===== config.mk =====
export PLATFORM = sky130hd
export DESIGN_NAME = axis_block_assembler
export DESIGN_NICKNAME = d
export VERILOG_FILES = /design/src/rtl/sha3_axis_pkg.sv /design/src/rtl/axis_keep_check.sv /design/src/rtl/axis_block_assembler.sv
export SDC_FILE = /design/constraint.sdc
export NUM_CORES = 2
export LEC_CHECK = 0
export CAP_MARGIN = 40
export CORE_AREA = 2 2 463 465
export CTS_BUF_LIST = sky130_fd_sc_hd__clkbuf_4 sky130_fd_sc_hd__clkbuf_8 sky130_fd_sc_hd__clkbuf_16
export DETAILED_ROUTE_END_ITERATION = 8
export DIE_AREA = 0 0 465 467
export PLACE_DENSITY = 0.43
export SETUP_SLACK_MARGIN = 0.1
export SLEW_MARGIN = 20
export SYNTH_ARGS = -nofsm -noshare
export SYNTH_HDL_FRONTEND = slang
export SYNTH_SLANG_ARGS = --single-unit

===== constraint.sdc =====
create_clock -name ACLK -period 3.2 [get_ports ACLK]
set_input_delay 0.64 -clock ACLK [delete_from_list [all_inputs] [get_ports ACLK]]
set_output_delay 0.64 -clock ACLK [all_outputs]
set_load 0.005 [all_outputs]

===== src/rtl/sha3_axis_pkg.sv =====
// Shared types and constants for the AXI-Stream to SHA3 rate-block assembler.
package sha3_axis_pkg;

    typedef enum logic [1:0] {
        FILL = 2'd0,
        HOLD = 2'd1,
        PAD  = 2'd2
    } state_e;

    localparam logic [7:0] SHA3_PAD_FIRST = 8'h06;
    localparam logic [7:0] SHA3_PAD_LAST  = 8'h80;

    localparam int SHA3_DEFAULT_DATA_WIDTH = 64;
    localparam int SHA3_256_RATE_BITS      = 1088;

endpackage


===== src/rtl/axis_keep_check.sv =====
// Combinational TKEEP analysis: byte count and "ones packed from the LSB" flag.
module axis_keep_check #(
    parameter int KEEP_W = 8,
    parameter int CNT_W  = $clog2(KEEP_W + 1)
) (
    input  logic [KEEP_W-1:0] keep,
    output logic [CNT_W-1:0]  popcnt,
    output logic              contig
);

    logic [KEEP_W-1:0] keep_inc;

    always_comb begin
        popcnt = '0;
        for (int i = 0; i < KEEP_W; i++) begin
            popcnt = popcnt + CNT_W'(keep[i]);
        end
    end

    // A 0..01..1 pattern plus one is a power of two, so it shares no set bit with itself.
    assign keep_inc = keep + KEEP_W'(1);
    assign contig   = ((keep & keep_inc) == '0);

endmodule


===== src/rtl/axis_block_assembler.sv =====
// Packs AXI-Stream beats into SHA3 rate blocks for the absorb stage.
// Define SHA3_RX_PAD_EN to apply pad10*1 in-line (with an extra PAD block on exact fill).
module axis_block_assembler
    import sha3_axis_pkg::*;
#(
    parameter int DATA_WIDTH  = SHA3_DEFAULT_DATA_WIDTH,
    parameter int BLOCK_WIDTH = SHA3_256_RATE_BITS
) (
    input  logic                                 ACLK,
    input  logic                                 ARESETn,
    input  logic                                 S_TVALID,
    output logic                                 S_TREADY,
    input  logic [DATA_WIDTH-1:0]                S_TDATA,
    input  logic [DATA_WIDTH/8-1:0]              S_TKEEP,
    input  logic                                 S_TLAST,
    input  logic [1:0]                           S_TUSER,
    input  logic                                 S_TID,
    output logic                                 blk_valid,
    input  logic                                 blk_ready,
    output logic [BLOCK_WIDTH-1:0]               blk_data,
    output logic [$clog2(BLOCK_WIDTH/8+1)-1:0]   blk_bytes,
    output logic                                 blk_last,
    output logic [1:0]                           blk_user,
    output logic                                 blk_id,
    output logic                                 err_keep
);

    localparam int KEEP_W      = DATA_WIDTH / 8;
    localparam int N_WORDS     = BLOCK_WIDTH / DATA_WIDTH;
    localparam int BLOCK_BYTES = BLOCK_WIDTH / 8;
    localparam int BYTES_W     = $clog2(BLOCK_BYTES + 1);
    localparam int WCNT_W      = (N_WORDS > 1) ? $clog2(N_WORDS) : 1;
    localparam int KCNT_W      = $clog2(KEEP_W + 1);

    state_e                   state_q, state_d;
    logic                     tready_q, tready_d;
    logic [BLOCK_WIDTH-1:0]   data_q, data_d;
    logic [BYTES_W-1:0]       bytes_q, bytes_d;
    logic [WCNT_W-1:0]        wcnt_q, wcnt_d;
    logic                     last_q, last_d;
    logic [1:0]               user_q, user_d;
    logic                     id_q, id_d;
    logic                     err_q, err_d;
    logic                     pad_pend_q, pad_pend_d;

    logic [KCNT_W-1:0]        keep_cnt;
    logic                     keep_contig;
    logic [DATA_WIDTH-1:0]    keep_mask;
    logic [DATA_WIDTH-1:0]    beat_masked;
    logic [BYTES_W-1:0]       bytes_sum;
    logic                     accept;
    logic                     complete;

    axis_keep_check #(
        .KEEP_W (KEEP_W),
        .CNT_W  (KCNT_W)
    ) u_keep_check (
        .keep   (S_TKEEP),
        .popcnt (keep_cnt),
        .contig (keep_contig)
    );

    for (genvar gi = 0; gi < KEEP_W; gi++) begin : g_keep_mask
        assign keep_mask[gi*8 +: 8] = {8{S_TKEEP[gi]}};
    end

    assign beat_masked = S_TDATA & keep_mask;
    assign bytes_sum   = bytes_q + BYTES_W'(keep_cnt);
    assign accept      = S_TVALID && tready_q;
    assign complete    = accept && (S_TLAST || (wcnt_q == WCNT_W'(N_WORDS - 1)));

    always_ff @(posedge ACLK or negedge ARESETn) begin
        if (!ARESETn) begin
            state_q    <= FILL;
            tready_q   <= 1'b0;
            data_q     <= '0;
            bytes_q    <= '0;
            wcnt_q     <= '0;
            last_q     <= 1'b0;
            user_q     <= '0;
            id_q       <= 1'b0;
            err_q      <= 1'b0;
            pad_pend_q <= 1'b0;
        end else begin
            state_q    <= state_d;
            tready_q   <= tready_d;
            data_q     <= data_d;
            bytes_q    <= bytes_d;
            wcnt_q     <= wcnt_d;
            last_q     <= last_d;
            user_q     <= user_d;
            id_q       <= id_d;
            err_q      <= err_d;
            pad_pend_q <= pad_pend_d;
        end
    end

    always_comb begin
        state_d = state_q;
        unique case (state_q)
            FILL:    if (complete)  state_d = HOLD;
            HOLD:    if (blk_ready) state_d = pad_pend_q ? PAD : FILL;
            PAD:     if (blk_ready) state_d = FILL;
            default:                state_d = FILL;
        endcase
    end

    // TREADY is registered so it stays low through reset and rises one edge after release.
    always_comb begin
        tready_d  = (state_d == FILL);
        blk_valid = (state_q == HOLD) || (state_q == PAD);
    end

    always_comb begin
        data_d     = data_q;
        bytes_d    = bytes_q;
        wcnt_d     = wcnt_q;
        last_d     = last_q;
        user_d     = user_q;
        id_d       = id_q;
        err_d      = 1'b0;
        pad_pend_d = pad_pend_q;

        if (accept) begin
            data_d[wcnt_q*DATA_WIDTH +: DATA_WIDTH] = beat_masked;
            bytes_d = bytes_sum;
            wcnt_d  = wcnt_q + WCNT_W'(1);
            err_d   = (!S_TLAST && (S_TKEEP != '1)) || !keep_contig;
            if (wcnt_q == '0) begin
                user_d = S_TUSER;
                id_d   = S_TID;
            end
            if (complete) begin
`ifdef SHA3_RX_PAD_EN
                if (S_TLAST && (bytes_sum == BYTES_W'(BLOCK_BYTES))) begin
                    // No room for the padding bytes: defer them to a dedicated block.
                    last_d     = 1'b0;
                    pad_pend_d = 1'b1;
                end else if (S_TLAST) begin
                    data_d[{bytes_sum, 3'b000} +: 8] = data_d[{bytes_sum, 3'b000} +: 8] ^ SHA3_PAD_FIRST;
                    data_d[BLOCK_WIDTH-8 +: 8]       = data_d[BLOCK_WIDTH-8 +: 8] ^ SHA3_PAD_LAST;
                    last_d = 1'b1;
                end else begin
                    last_d = 1'b0;
                end
`else
                last_d = S_TLAST;
`endif
            end
        end

        if (blk_valid && blk_ready) begin
            data_d  = '0;
            bytes_d = '0;
            wcnt_d  = '0;
            last_d  = 1'b0;
            if ((state_q == HOLD) && pad_pend_q) begin
                data_d[7:0]                = SHA3_PAD_FIRST;
                data_d[BLOCK_WIDTH-8 +: 8] = data_d[BLOCK_WIDTH-8 +: 8] ^ SHA3_PAD_LAST;
                last_d     = 1'b1;
                pad_pend_d = 1'b0;
            end
        end
    end

    assign S_TREADY  = tready_q;
    assign blk_data  = data_q;
    assign blk_bytes = bytes_q;
    assign blk_last  = last_q;
    assign blk_user  = user_q;
    assign blk_id    = id_q;
    assign err_keep  = err_q;

endmodule

==> flow_metrics.tcl <==
set metrics [dict create \
    first_pass_grt_wire_length_um 333000 \
    worstSetupStartpointType "input port" \
    design.final.nets 4914 \
    power.leakage_nw 27.6 \
    drt-pass1-iter-count 5 \
    multi_input_comb_area_sq_um 13700 \
    r2r_slack_ns 0.13 \
    post-route-period-util 1.02 \
    ff_latch_area_sq_um 27800 \
    post_synth_main_area_contributors "sky130_fd_sc_hd__dfrtp_1 65%, sky130_fd_sc_hd__a22o_1 11%, sky130_fd_sc_hd__o31ai_1 3.9%, sky130_fd_sc_hd__nand3_1 2.7%, sky130_fd_sc_hd__nand2_1 2.4%" \
    ys_types 63 \
    standard_cell_row_count 169 \
    holdPathStages 4 \
    cp-startpoint "S_TKEEP[1]" \
    timing.reg2reg.worst_path_depth 10 \
    vdd_ir_drop_max_mv 0.537 \
    synth_seq_cells 1109 \
    post-synth-top-area-cell "sky130_fd_sc_hd__dfrtp_1" \
    share_of_post_route_cells_with_drive_strength_above_1 0.126 \
    crit_path_end_kind "register" \
    gp_routability_congestion 0.851 \
    detailedPlace.worstSlack_ns -1.30 \
    cts-htree-levels 4 \
    worst_setup_hold_path_clk_slew_ns 0.06 \
    proportion_of_register_bits_with_asynchronous_set_or_reset_after_synthesis 1.00 \
    timing.clock.skew_ns 0.0269 \
    postLayoutSetupSlackWorst_ns -0.0630 \
    power_density_nw_per_um2 655 \
    cts-root-buf "sky130_fd_sc_hd__clkbuf_16" \
    floorplan_die_area_sq_um 217000 \
    wirelength_um 245000 \
    hold_violations 0 \
    cts-root-to-sink-buffers 3 \
    vias_per_cell 4.79 \
    synth.top_cell.area_share 0.645 \
    design.core.area_sq_um 212000 \
    finalCriticalPeriod_ns 3.26 \
    rsz_0062_raised_after_global_routing "yes" \
    tritoncts "built" \
    detailed_place.area_sq_um 60100 \
    synth.cell_area_sq_um 43000 \
    synth_fp_nets 3718 \
    grt_pass1_vias 37044 \
    clock_insertion_delay_worst_skew_ns 0.80 \
    detailedRoute.firstIterationViolations 3033 \
    grt_max_degree 83 \
    max_freq_ghz 0.306 \
    synth_enable_flop_cells 0 \
    cp_data_required_time_ns 3.87 \
    worst-endpoint-arrival_ns 3.93 \
    grt_overflow 0 \
    vias 37159 \
    timing.critical_path.to "blk_bytes[6]" \
    ys_warn_count 0 \
    initial_core_util 0.203 \
    area.growth.synth_to_final_pct 50.9 \
    post_synth.cell_area_avg_sq_um 11.9 \
    ios 1183 \
    synth-main-ff-cell "sky130_fd_sc_hd__dfrtp_1" \
    number_of_clock_buffers_inserted_by_tritoncts 135 \
    worst-setup-path-type "in2reg" \
    antenna_found_initial 22 \
    io_buffer_count 1182 \
    fillerInstances 21617 \
    die_x_um 465 \
    die_h_um 467 \
    hpwlAfterDp_um 175000 \
    design_area_sq_um 64900 \
    cts_num_sinks 1109 \
    timing.max_cap.violations 0 \
    timing.final.setup_violations 4 \
    worst_r2r_startpoint "wcnt_q[0]" \
    timing.hold.worst.class "in2reg" \
    tightest_slew_ns 1.06 \
    crit_fanout 2 \
    routed_antenna_nets 0 \
    outcome "finished, violations left" \
    share_of_the_yosys_chip_area_belonging_to_registers 0.645 \
    drc 0 \
    finish.utilization 0.307 \
    synthesis.instances 3619 \
    power_mw 42.6 \
    timing.final.max_slew_violations 0 \
    violations "negative setup slack" \
    worst_slew_margin_rel 0.292 \
    gr-usage-all-layers 0.218 \
    timing.rr.end "blk_data[660]" \
    detail_route.wl_per_cell_um 31.6 \
]
-- cells by family after synthesis --
logic type      after synthesis  share of synthesized area
compound gates             1134                      0.202
flops                      1109                      0.645
simple gates                851                     0.0965
buf+inv                     491                     0.0470
fa+ha+maj                    19                    0.00640
xor+xnor                     11                    0.00224
mux                           4                    0.00102
-- synthesized netlist by cell type (all sizes together), types with 11 or more instances --
library cell and count:
a22o 518, nor3 118, a21oi 11, inv 84
clkbuf 268, o21ai 261, nor2 52, a32o 26
nand2 274, and3 68, nand3 235, dfrtp 1109
buf 138, ha 14, o31ai 227, nand4 70
o2bb2ai 65
-- layout make-up --
type,instances,share of cell area
Tap cell,2821,0.0544
Clock buffer,197,0.0617
Clock inverter,44,0.00902
Antenna cell,11,0.000424
Inverter,85,0.00495
Multi-Input combinational cell,2019,0.211
Timing Repair Buffer,1465,0.231
Sequential cell,1109,0.427
-- routing by layer --
layer | vias to the layer above | wire (um) | GRT usage
li1 | 15713 | - | -
met1 | 19570 | 100000 | 0.273
met2 | 1580 | 118000 | 0.362
met3 | 286 | 19600 | 0.0650
met4 | 10 | 7010 | 0.0621
met5 | - | 63 | 0
-- repair_timing --
| item | in CTS | in global routing |
|---|---|---|
| setup buffers | 4 | 1 |
| setup endpoints to repair | 448 | 266 |
| pin swaps | 28 | 16 |
| gates cloned | 0 | 0 |
| gates resized for setup | 23 | 34 |
| endpoints found under the hold margin | 57 | 0 |
| hold buffers | 1 | 0 |
-- where the power goes --
| part | internal, mW | switching [mW] |
|---|---|---|
| Combinational | 3.11 | 8.81 |
| Sequential | 14.3 | 0.234 |
| Clock | 9.41 | 6.65 |
-- cell usage in the layout, fill, tap and decap left out, types with 4 or more instances in the layout --
master and count:
sky130_fd_sc_hd__clkdlybuf4s50_1 1174, sky130_fd_sc_hd__dfrtp_1 1109, sky130_fd_sc_hd__a22o_1 518, sky130_fd_sc_hd__nand2_1 269, sky130_fd_sc_hd__nand3_1 228, sky130_fd_sc_hd__o31ai_1 218
sky130_fd_sc_hd__buf_4 202, sky130_fd_sc_hd__o21ai_0 177, sky130_fd_sc_hd__clkbuf_16 137, sky130_fd_sc_hd__nor3_1 114, sky130_fd_sc_hd__inv_1 80, sky130_fd_sc_hd__o21ai_1 79
sky130_fd_sc_hd__buf_12 78, sky130_fd_sc_hd__nand4_1 69, sky130_fd_sc_hd__and3_1 67, sky130_fd_sc_hd__o2bb2ai_1 64, sky130_fd_sc_hd__nor2_1 47, sky130_fd_sc_hd__clkbuf_4 40
sky130_fd_sc_hd__a32o_1 26, sky130_fd_sc_hd__clkbuf_8 20, sky130_fd_sc_hd__clkinv_2 17, sky130_fd_sc_hd__diode_2 11, sky130_fd_sc_hd__o31ai_2 9, sky130_fd_sc_hd__ha_1 9
sky130_fd_sc_hd__inv_6 8, sky130_fd_sc_hd__bufinv_16 8, sky130_fd_sc_hd__a21oi_1 7, sky130_fd_sc_hd__nor2b_1 5, sky130_fd_sc_hd__nand3_2 5, sky130_fd_sc_hd__xor2_1 5
sky130_fd_sc_hd__xnor2_1 5, sky130_fd_sc_hd__ha_4 5, sky130_fd_sc_hd__nor2_4 4, sky130_fd_sc_hd__fa_2 4
-- metrics by stage --
stage / hold slack (ns) / instances / setup TNS (ns)
after floorplan: 0.344 / 3619 / -4.98
after global placement: 0.460 / 7492 / -33.53
after detailed placement: 0.467 / 7494 / -19.06
after CTS: 0.284 / 7739 / -0.181
after global routing: 0.322 / 7743 / -0.403
final: 0.361 / 7751 / -0.179
-- how the worst min path moves through the flow --
stage / startpoint / endpoint / slack, ns
2_1_floorplan: ARESETn / S_TREADY / 0.34
3_3_place_gp: blk_data[292] / blk_data[292] / 0.46
3_5_place_dp: blk_data[308] / blk_data[308] / 0.47
4_1_cts: S_TKEEP[0] / blk_data[0] / 0.28
5_1_grt: S_TKEEP[1] / err_keep / 0.32
6_report: S_TKEEP[1] / err_keep / 0.36
-- worst max-delay path, cell delays in order --
cell and delay (ns):
sky130_fd_sc_hd__buf_8 0.10, sky130_fd_sc_hd__ha_4 0.23, sky130_fd_sc_hd__fa_2 0.60, sky130_fd_sc_hd__fa_1 0.45, sky130_fd_sc_hd__fa_2 0.40, sky130_fd_sc_hd__fa_2 0.47, sky130_fd_sc_hd__fa_2 0.41, sky130_fd_sc_hd__nor2b_4 0.16
sky130_fd_sc_hd__o21ai_4 0.07, sky130_fd_sc_hd__a211oi_2 0.20, sky130_fd_sc_hd__xnor2_1 0.14, sky130_fd_sc_hd__nor2_1 0.06
-- sequential cells by signal (all words and copies together), names as in the netlist --
name / count
S_TREADY: 1
blk_id: 1
state_q: 2
wcnt_q: 5
blk_last: 1
blk_user: 2
blk_data: 1088
err_keep: 1
blk_bytes: 8
(Power assumes the default switching activity.)
